### src/rtl/i2c_cfg_sequencer.sv
// rtl/i2c_cfg_sequencer.sv - walks a (reg, data) table and issues each entry as an I2C write
module i2c_cfg_sequencer #(
    parameter int ROM_AW        = 8,
    parameter int DELAY_CYCLES  = 1_000_000,
    parameter int MAX_RETRY     = 3,
    parameter int ISSUE_TIMEOUT = 65535,
    parameter int AUTO_START    = 1
) (
    input  logic              i_clk,
    input  logic              i_rstn,
    input  logic              i_start,
    output logic [ROM_AW-1:0] o_rom_addr,
    input  logic [15:0]       i_rom_data,
    output logic              o_wr,
    output logic [7:0]        o_reg_addr,
    output logic [7:0]        o_wdata,
    input  logic              i_busy,
    input  logic              i_nack_slave,
    input  logic              i_nack_addr,
    input  logic              i_nack_data,
    output logic              o_busy,
    output logic              o_done,
    output logic              o_error,
    output logic [ROM_AW-1:0] o_err_index,
    output logic [2:0]        o_err_code
);

    typedef enum logic [3:0] {
        S_IDLE, S_FETCH, S_DECODE, S_ISSUE, S_WAIT, S_CHECK, S_DELAY, S_DONE, S_ERROR
    } state_t;

    state_t            state_q, state_d;
    logic [ROM_AW-1:0] index_q, index_d;
    logic [7:0]        reg_q, reg_d;
    logic [7:0]        wdata_q, wdata_d;
    logic [31:0]       dly_q, dly_d;
    logic [31:0]       tmo_q, tmo_d;
    logic [31:0]       retry_q, retry_d;
    logic [2:0]        nack_q, nack_d;
    logic [ROM_AW-1:0] err_index_q, err_index_d;
    logic [2:0]        err_code_q, err_code_d;
    // Cleared by reset, set on every later cycle: marks the first post-reset cycle for auto start.
    logic              boot_q;

    always_ff @(posedge i_clk) begin
        if (!i_rstn) begin
            state_q     <= S_IDLE;
            index_q     <= '0;
            reg_q       <= '0;
            wdata_q     <= '0;
            dly_q       <= '0;
            tmo_q       <= '0;
            retry_q     <= '0;
            nack_q      <= '0;
            err_index_q <= '0;
            err_code_q  <= '0;
            boot_q      <= 1'b0;
        end else begin
            state_q     <= state_d;
            index_q     <= index_d;
            reg_q       <= reg_d;
            wdata_q     <= wdata_d;
            dly_q       <= dly_d;
            tmo_q       <= tmo_d;
            retry_q     <= retry_d;
            nack_q      <= nack_d;
            err_index_q <= err_index_d;
            err_code_q  <= err_code_d;
            boot_q      <= 1'b1;
        end
    end

    always_comb begin
        state_d     = state_q;
        index_d     = index_q;
        reg_d       = reg_q;
        wdata_d     = wdata_q;
        dly_d       = dly_q;
        tmo_d       = tmo_q;
        retry_d     = retry_q;
        nack_d      = nack_q;
        err_index_d = err_index_q;
        err_code_d  = err_code_q;
        case (state_q)
            S_IDLE, S_DONE, S_ERROR: begin
                if (i_start || (state_q == S_IDLE && AUTO_START != 0 && !boot_q)) begin
                    state_d     = S_FETCH;
                    index_d     = '0;
                    err_index_d = '0;
                    err_code_d  = '0;
                end
            end
            S_FETCH: state_d = S_DECODE;
            S_DECODE: begin
                if (i_rom_data == 16'hFFFF) begin
                    state_d = S_DONE;
                end else if (i_rom_data == 16'hFFF0) begin
                    dly_d   = 32'(DELAY_CYCLES);
                    state_d = S_DELAY;
                end else begin
                    reg_d   = i_rom_data[15:8];
                    wdata_d = i_rom_data[7:0];
                    retry_d = '0;
                    tmo_d   = '0;
                    state_d = S_ISSUE;
                end
            end
            S_ISSUE: begin
                if (i_busy) begin
                    state_d = S_WAIT;
                end else if (tmo_q == 32'(ISSUE_TIMEOUT - 1)) begin
                    err_index_d = index_q;
                    err_code_d  = 3'b000;
                    state_d     = S_ERROR;
                end else begin
                    tmo_d = tmo_q + 32'd1;
                end
            end
            S_WAIT: begin
                if (!i_busy) begin
                    nack_d  = {i_nack_slave, i_nack_addr, i_nack_data};
                    state_d = S_CHECK;
                end
            end
            S_CHECK: begin
                if (nack_q == 3'b000) begin
                    index_d = index_q + 1'b1;
                    state_d = S_FETCH;
                end else if (retry_q < 32'(MAX_RETRY)) begin
                    retry_d = retry_q + 32'd1;
                    tmo_d   = '0;
                    state_d = S_ISSUE;
                end else begin
                    err_index_d = index_q;
                    err_code_d  = nack_q;
                    state_d     = S_ERROR;
                end
            end
            S_DELAY: begin
                if (dly_q == 32'd0) begin
                    index_d = index_q + 1'b1;
                    state_d = S_FETCH;
                end else begin
                    dly_d = dly_q - 32'd1;
                end
            end
            default: state_d = S_IDLE;
        endcase
    end

    assign o_rom_addr  = index_q;
    assign o_wr        = (state_q == S_ISSUE);
    assign o_reg_addr  = reg_q;
    assign o_wdata     = wdata_q;
    assign o_busy      = !(state_q == S_IDLE || state_q == S_DONE || state_q == S_ERROR);
    assign o_done      = (state_q == S_DONE);
    assign o_error     = (state_q == S_ERROR);
    assign o_err_index = err_index_q;
    assign o_err_code  = err_code_q;

endmodule

### config.mk
export PLATFORM = sky130hd
export DESIGN_NAME = i2c_cfg_sequencer
export DESIGN_NICKNAME = d
export VERILOG_FILES = /design/src/rtl/i2c_cfg_sequencer.sv
export SDC_FILE = /design/constraint.sdc
export NUM_CORES = 1
export LEC_CHECK = 0
export BUFFER_PORTS_ARGS = -buffer_cell sky130_fd_sc_hd__buf_2
export CAP_MARGIN = 30
export CORE_UTILIZATION = 47
export CTS_CLUSTER_SIZE = 8
export DETAILED_ROUTE_END_ITERATION = 16
export PLACE_DENSITY_LB_ADDON = 0.1
export REMOVE_ABC_BUFFERS = 1
export SYNTH_ARGS = -nofsm -noshare
export SYNTH_HDL_FRONTEND = slang
export SYNTH_SLANG_ARGS = --single-unit
export TNS_END_PERCENT = 30
### constraint.sdc
create_clock -name i_clk -period 4.1 [get_ports i_clk]
set_input_delay 0.82 -clock i_clk [delete_from_list [all_inputs] [get_ports i_clk]]
set_output_delay 0.82 -clock i_clk [all_outputs]
set_load 0.01 [all_outputs]
==> out/qor.yml, run 1 <==
run_status:
  status: "finished clean"
timing:
  fmax_mhz: 323.1
  fin_ws_ns: 1.005
  rsz0062_at_grt: "false"
  finalSetupViolCount: 0
  slew_violations: 0
  worstMarginPinSlew_ns: 0.9244
  tns_ns: 0
  timing.hold.ws_ns: 0.4532
  finalCritPeriodShare_pct: 75.48
  slew-limit-headroom_pct: 38.37
  fin_skew_ns: 0.007225
  finalCriticalPeriod_ns: 3.095
  hold_viol: 0
synth:
  synthArstFlopShare_pct: 0
  synth_edf_count: 0
  syn_area_sq_um: 6606
  synth-compound-area-share_pct: 15.44
  yosys_warnings: 0
  netlist_instances: 775
  yosys.area_share.simple_pct: 29.24
  synth_top_cell_area_share_pct: 42.12
  synthTopCellsByCount: "139 x dfxtp_1, 75 x nor2_1, 63 x a21oi_1"
  syn_avg_cell_area_sq_um: 8.524
  ys_ff_latch: 139
  yosys-top-cells-area: "dfxtp_1 42%, a21oi_1 4.8%, mux2i_1 4.5%, nor2_1 4.3%, or4_1 4.0%"
  synth_ff_type: "dfxtp_1"
  synth_mux_area_share_pct: 4.716
  synth_xor_area_share_pct: 3.977
  yosysTopAreaCell: "dfxtp_1"
  synth_cell_types: 59
  ys_seq_area_share_pct: 42.12
  synthAdderAreaFrac_pct: 0.9470
  synth_most_common_cell: "dfxtp_1"
  synth_top_family_by_area: "simple AND/OR/NAND/NOR gates"
placement:
  dp_hpwl_microns: 11250
  gp_congestion: 0.8544
  placed_area_sq_um: 7072
  io_buffer_count: 61
  post-place-ws_ns: 1.064
  dp.cells: 979
grt:
  gr-total-overflow: 0
  grtUsageTotal_pct: 23.66
  grt_pass1_vias: 5716
  antenna_found_initial: 0
  grt_pass1_wl_microns: 27780
  grt_max_degree: 34
floorplanning:
  core_sq_um: 13450
  start_util_pct: 49.11
  die_x_microns: 120.6
  io_pins: 62
  die-height_microns: 120.6
  rows: 42
  dieArea_sq_um: 14530
clock_tree:
  cts_setup_buffers: 0
  clock_sinks: 139
  cts_tree: "yes"
  clk_latency_ns: 0.42
  cts.hold.buffers_added: 0
  post_cts_resized: 0
  numCtsBuffers: 17
  clockBufferDepth: 2
  htree_levels: 4
  cts-root-buf: "clkbuf_16"
  clk_pin_slew_ns: 0.06
setup_path:
  path_class: "register to register"
  worstReg2RegStart: "state_q[2]"
  startpoint_type: "register"
  crit_path_frequent_cell: "buf_4"
  ff2ff_setup_slack_ns: 1.01
  reg2reg_depth: 8
  crit_path_cell_trace: "nor4bb_1, buf_4, o21ai_0, and3_1, a211o_2, buf_4, or4_1, a21oi_1"
  reg2reg_to: "tmo_q[20]"
  slowest_delay_ns: 0.66
  cp.arrival_ns: 3.44
  path_max_fanout: 33
  endpoint_kind: "register"
  critical_path_required_ns: 4.45
  crit_slowest_cell: "dfxtp_1"
hold_path:
  hold_depth: 2
  min_path_type: "register to register"
  min_to: "o_err_index[7]"
  hold_start: "o_err_index[7]"
power:
  sequentialPowerShare_pct: 39.4
  comb_power_share_pct: 9.6
  power_mw: 3.574
  power.leakage_nw: 2.945
  powerDensity_nw_per_um2: 459.3
  p_sw_mw: 0.8499
  ir_drop_mv: 0.2885
  p_sw_share_pct: 23.78
  power.share.clock_pct: 51.0
  internal-power_mw: 2.724
drt:
  vias: 6022
  wl_per_cell_microns: 16.27
  ant_nets: 0
  drc: 0
  drtPass1Iterations: 5
  vias_per_cell: 5.951
  wl_microns: 16470
  drt_iter0_markers: 411
finish:
  syn_to_final_growth_pct: 17.78
  final_net_count: 851
  fin_util_pct: 57.84
  postLayoutCellArea_sq_um: 7781
  layoutNonFillerInstCount: 1012
  antenna_cells: 0
  drive_above_1_share_pct: 14.59
run:
  maxCapViolations: 0
## worst max-delay path: cells and delay by family (launching register included)
family          cells  cell delay, ns
compound gates      3            0.73
buf+inv             2            0.53
flops               1            0.66
simple gates        3            1.10
## worst max path at each step
stage                     from         to  slack (ns)  cells past startpoint
finish              state_q[2]  tmo_q[20]        1.01                      8
global route        state_q[2]  tmo_q[26]        0.74                      8
CTS                 state_q[2]  tmo_q[20]        1.03                      8
detailed placement  state_q[2]  tmo_q[20]        1.06                      8
global placement    state_q[2]  tmo_q[27]        1.17                      8
floorplan           state_q[2]  tmo_q[30]       -0.65                      6
## placed cells by master (no fill, tap or decap), types with 3 or more instances in the layout
master and n:
and3_1 12, or4_1 35, dfxtp_1 139, mux2i_1 30
and2_1 24, nor4_1 21, inv_1 13, a32oi_1 3
ha_1 5, or3_1 11, nand4b_1 3, a31oi_1 3
nand3_1 30, and4_1 9, clkbuf_16 17, nor2_1 75
o31ai_1 27, a211oi_1 7, nand2b_1 5, nor3b_1 3
o21a_1 8, a21oi_1 63, nand2_1 50, buf_4 15
buf_2 62, a221o_1 4, xnor2_1 29, bufinv_16 7
a311oi_1 4, nand4_1 26, a2111oi_0 5, nor2b_1 5
nor3_1 24, o21ai_0 20
## routing by layer
metal | up-vias | share of wire (%) | GRT usage [%]
met4 | 0 | 1.7 | 8.333
met2 | 122 | 48 | 37.57
met3 | 26 | 3.9 | 5.566
met1 | 2899 | 47 | 31.35
met5 | - | 0 | 0
li1 | 2975 | - | -
## final cells by class
| class | count | area [sq um] |
|---|---|---|
| multi-input cells | 575 | 3602 |
| repair buffers | 77 | 422.9 |
| well taps | 176 | 220.2 |
| clock buffers | 18 | 439.2 |
| flip-flops and latches | 139 | 2783 |
| clock inverters | 14 | 265.3 |
| fillers | 1231 | 5672 |
| inverters | 13 | 48.80 |
## sequential cells by signal (all words and copies together) (netlist names)
signal / cells
o_reg_addr: 8
nack_q: 3
o_err_code: 3
state_q: 4
retry_q: 32
o_rom_addr: 8
o_wdata: 8
boot_q: 1
dly_q: 32
tmo_q: 32
o_err_index: 8
## power groups by stage
stage | clock, mW | combinational (mW) | sequential, mW
CTS | 1.85 | 0.342 | 1.41
finish | 1.82 | 0.342 | 1.41
detailed placement | 0 | 0.340 | 1.44
global route | 1.92 | 0.376 | 1.41
global placement | 0 | 0.332 | 1.44
floorplan | 0 | 0.213 | 1.44
## logic make-up after synthesis
logic type | Yosys count
xor gates and xnor gates | 30
and+or+nand+nor | 349
buffers and inverters | 61
muxes | 31
AOI/OAI and AO/OA | 160
adders and majority gates | 5
DFF | 139
No activity file was read; power rests on OpenSTA's default activity.
==> run 2, diff against run 1 <==
clock period = 2.9 ns   (was 4.1 ns; I/O delays follow)
==> out/qor.yml, run 2 (synthesis results as in run 1) <==
finish:
  antenna_cells: 0  # unchanged
  syn_to_final_growth_pct: 18.69
  reg_top3: "dly_q (32), retry_q (32), tmo_q (32)"
  final_common_cell: "dfxtp_1"
  final_cell_mix: "139 x dfxtp_1, 75 x nor2_1, 63 x a21oi_1"
  layoutNonFillerInstCount: 1030  # +1.8%
  drive_above_1_share_pct: 16.51  # +1.9 points
  final_net_count: 869  # +2.1%
  fin_util_pct: 58.29  # +0.45 points
timing:
  worstMarginPinSlew_ns: 0.9136  # -0.01078 ns
  slew-limit-headroom_pct: 38.53  # +0.16 points
  finalCriticalPeriod_ns: 2.786  # -0.3086 ns
  finalSetupViolCount: 0  # unchanged
  timing.hold.ws_ns: 0.4145  # -0.03874 ns
  hold_viol: 0  # unchanged
  fmax_mhz: 358.9  # +11%
  finalCritPeriodShare_pct: 96.07  # +21 points
  fin_ws_ns: 0.1140  # -0.8914 ns
  slew_violations: 0  # unchanged
  fin_skew_ns: 0.009299  # +0.002074 ns
run:
  maxCapViolations: 0  # unchanged
grt:
  gr-total-overflow: 0  # unchanged
  grt_pass1_wl_microns: 26720  # -3.8%
  grt_pass1_vias: 5661  # -0.96%
  met2_usage_pct: 37.39  # -0.18 points
  grt_busiest_layer: "met2"
  use_met3_pct: 5.755  # +0.19 points
  grt_max_degree: 49  # +44%
  grtUsageTotal_pct: 22.87  # -0.78 points
  antenna_found_initial: 0  # unchanged
  use_met1_pct: 29.15  # -2.2 points
power:
  sequentialPowerShare_pct: 42.2  # +2.8 points
  powerDensity_nw_per_um2: 596.9  # +30%
  p_sw_share_pct: 26.55  # +2.8 points
  comb_power_share_pct: 11.7  # +2.1 points
  internal-power_mw: 3.437  # +26%
  ir_drop_mv: 0.4380  # +52%
  p_sw_mw: 1.243  # +46%
  power.leakage_nw: 2.996  # +1.7%
  power.share.clock_pct: 46.1  # -4.9 points
setup_path:
  cp.arrival_ns: 3.13  # -0.31 ns
  reg2reg_to: "o_rom_addr[7]"
  endpoint: "o_rom_addr[7]"
  worstReg2RegStart: "dly_q[0]"
  reg2reg_depth: 8  # unchanged
  setup.worst_path.start: "dly_q[0]"
  path_class: "register to register"
  startpoint_type: "register"
  path_max_fanout: 5  # -85%
  ff2ff_setup_slack_ns: 0.11  # -0.89 ns
  critical_path_required_ns: 3.25  # -1.20 ns
  endpoint_kind: "register"
placement:
  post-place-ws_ns: 0.02162  # -1.042 ns
  io_buffer_count: 61  # unchanged
  dp.cells: 996  # +1.7%
  gp_congestion: 0.8376  # -2.0%
  dp_hpwl_microns: 11170  # -0.65%
clock_tree:
  clockBufferDepth: 2  # unchanged
  cts.hold.buffers_added: 0  # unchanged
  cts-root-buf: "clkbuf_16"
  clk_latency_ns: 0.42  # about the same
  clock_sinks: 139  # unchanged
  htree_levels: 4  # unchanged
  numCtsBuffers: 17  # unchanged
  clk_pin_slew_ns: 0.06  # about the same
  cts_tree: "yes"
hold_path:
  min_path_type: "primary input to register"
  hold_start: "i_rom_data[7]"
drt:
  drt_iter0_markers: 389  # -5.4%
  ant_nets: 0  # unchanged
  vias: 5989  # -0.55%
  wl_microns: 16160  # -1.9%
  vias_per_cell: 5.815  # -2.3%
  drc: 0  # unchanged
  drtPass1Iterations: 5  # unchanged
  wl_per_cell_microns: 15.69  # -3.6%
run_status:
  status: "finished clean"
floorplanning:
  die_x_microns: 120.6  # unchanged
  dieArea_sq_um: 14530  # unchanged
  start_util_pct: 49.11  # unchanged
  core_sq_um: 13450  # unchanged
  die-height_microns: 120.6  # unchanged
  rows: 42  # unchanged
  io_pins: 62  # unchanged
[run 2: cell type report]
class	count	area [sq um]
Tap cell	176	220.2
Fill cell	1211	5612
Clock buffer	17	425.4
Sequential cell	139	2783
Inverter	13	48.80
Multi-Input combinational cell	575	3606
Clock inverter	15	165.2
Timing Repair Buffer	95	593.1
[run 2: routing by layer]
layer / up-vias / wire, microns
met4: 0 / 212
met5: - / 0
met3: 19 / 752
met2: 127 / 7720
met1: 2833 / 7478
li1: 3010 / -
[run 2: worst min-delay path by stage]
stage,end,slack (ns),depth (start not counted)
global route,o_wdata[7],0.41,3
CTS,o_wdata[7],0.40,3
global placement,o_err_index[6],0.44,2
finish,o_wdata[7],0.41,3
detailed placement,retry_q[31],0.45,1
floorplan,retry_q[24],0.43,1
[run 2: worst max-delay path, cell delays in order, from the launching register on]
cell	delay (ns)
dfxtp_1	0.34
inv_1	0.06
ha_1	0.17
or4b_4	0.49
or3_4	0.42
o31a_1	0.32
or3_4	0.42
or3_1	0.35
a21oi_1	0.14
[run 2: timing repair]
item                                    4_1_cts  5_1_grt
hold endpoints to repair                      0        0
gates resized for setup                       0        1
endpoints found under the setup margin        0        5
setup buffers                                 0        2
[run 2: power by group through the flow]
stage / combinational, mW / sequential, mW / clock (mW)
6_report: 0.548 / 1.97 / 2.16
2_1_floorplan: 0.302 / 2.03 / 0
3_5_place_dp: 0.542 / 2.01 / 0
4_1_cts: 0.545 / 1.97 / 2.20
3_3_place_gp: 0.527 / 2.01 / 0
5_1_grt: 0.594 / 1.98 / 2.30
[run 2: metrics by stage]
step | TNS (ns) | instance area [sq um] | power [mW]
2_1_floorplan | -116.96 | 6420 | 2.333
3_3_place_gp | 0 | 7217 | 2.539
3_5_place_dp | 0 | 7232 | 2.556
4_1_cts | 0 | 7823 | 4.722
5_1_grt | -0.0006866 | 7841 | 4.865
6_report | 0 | 7841 | 4.680
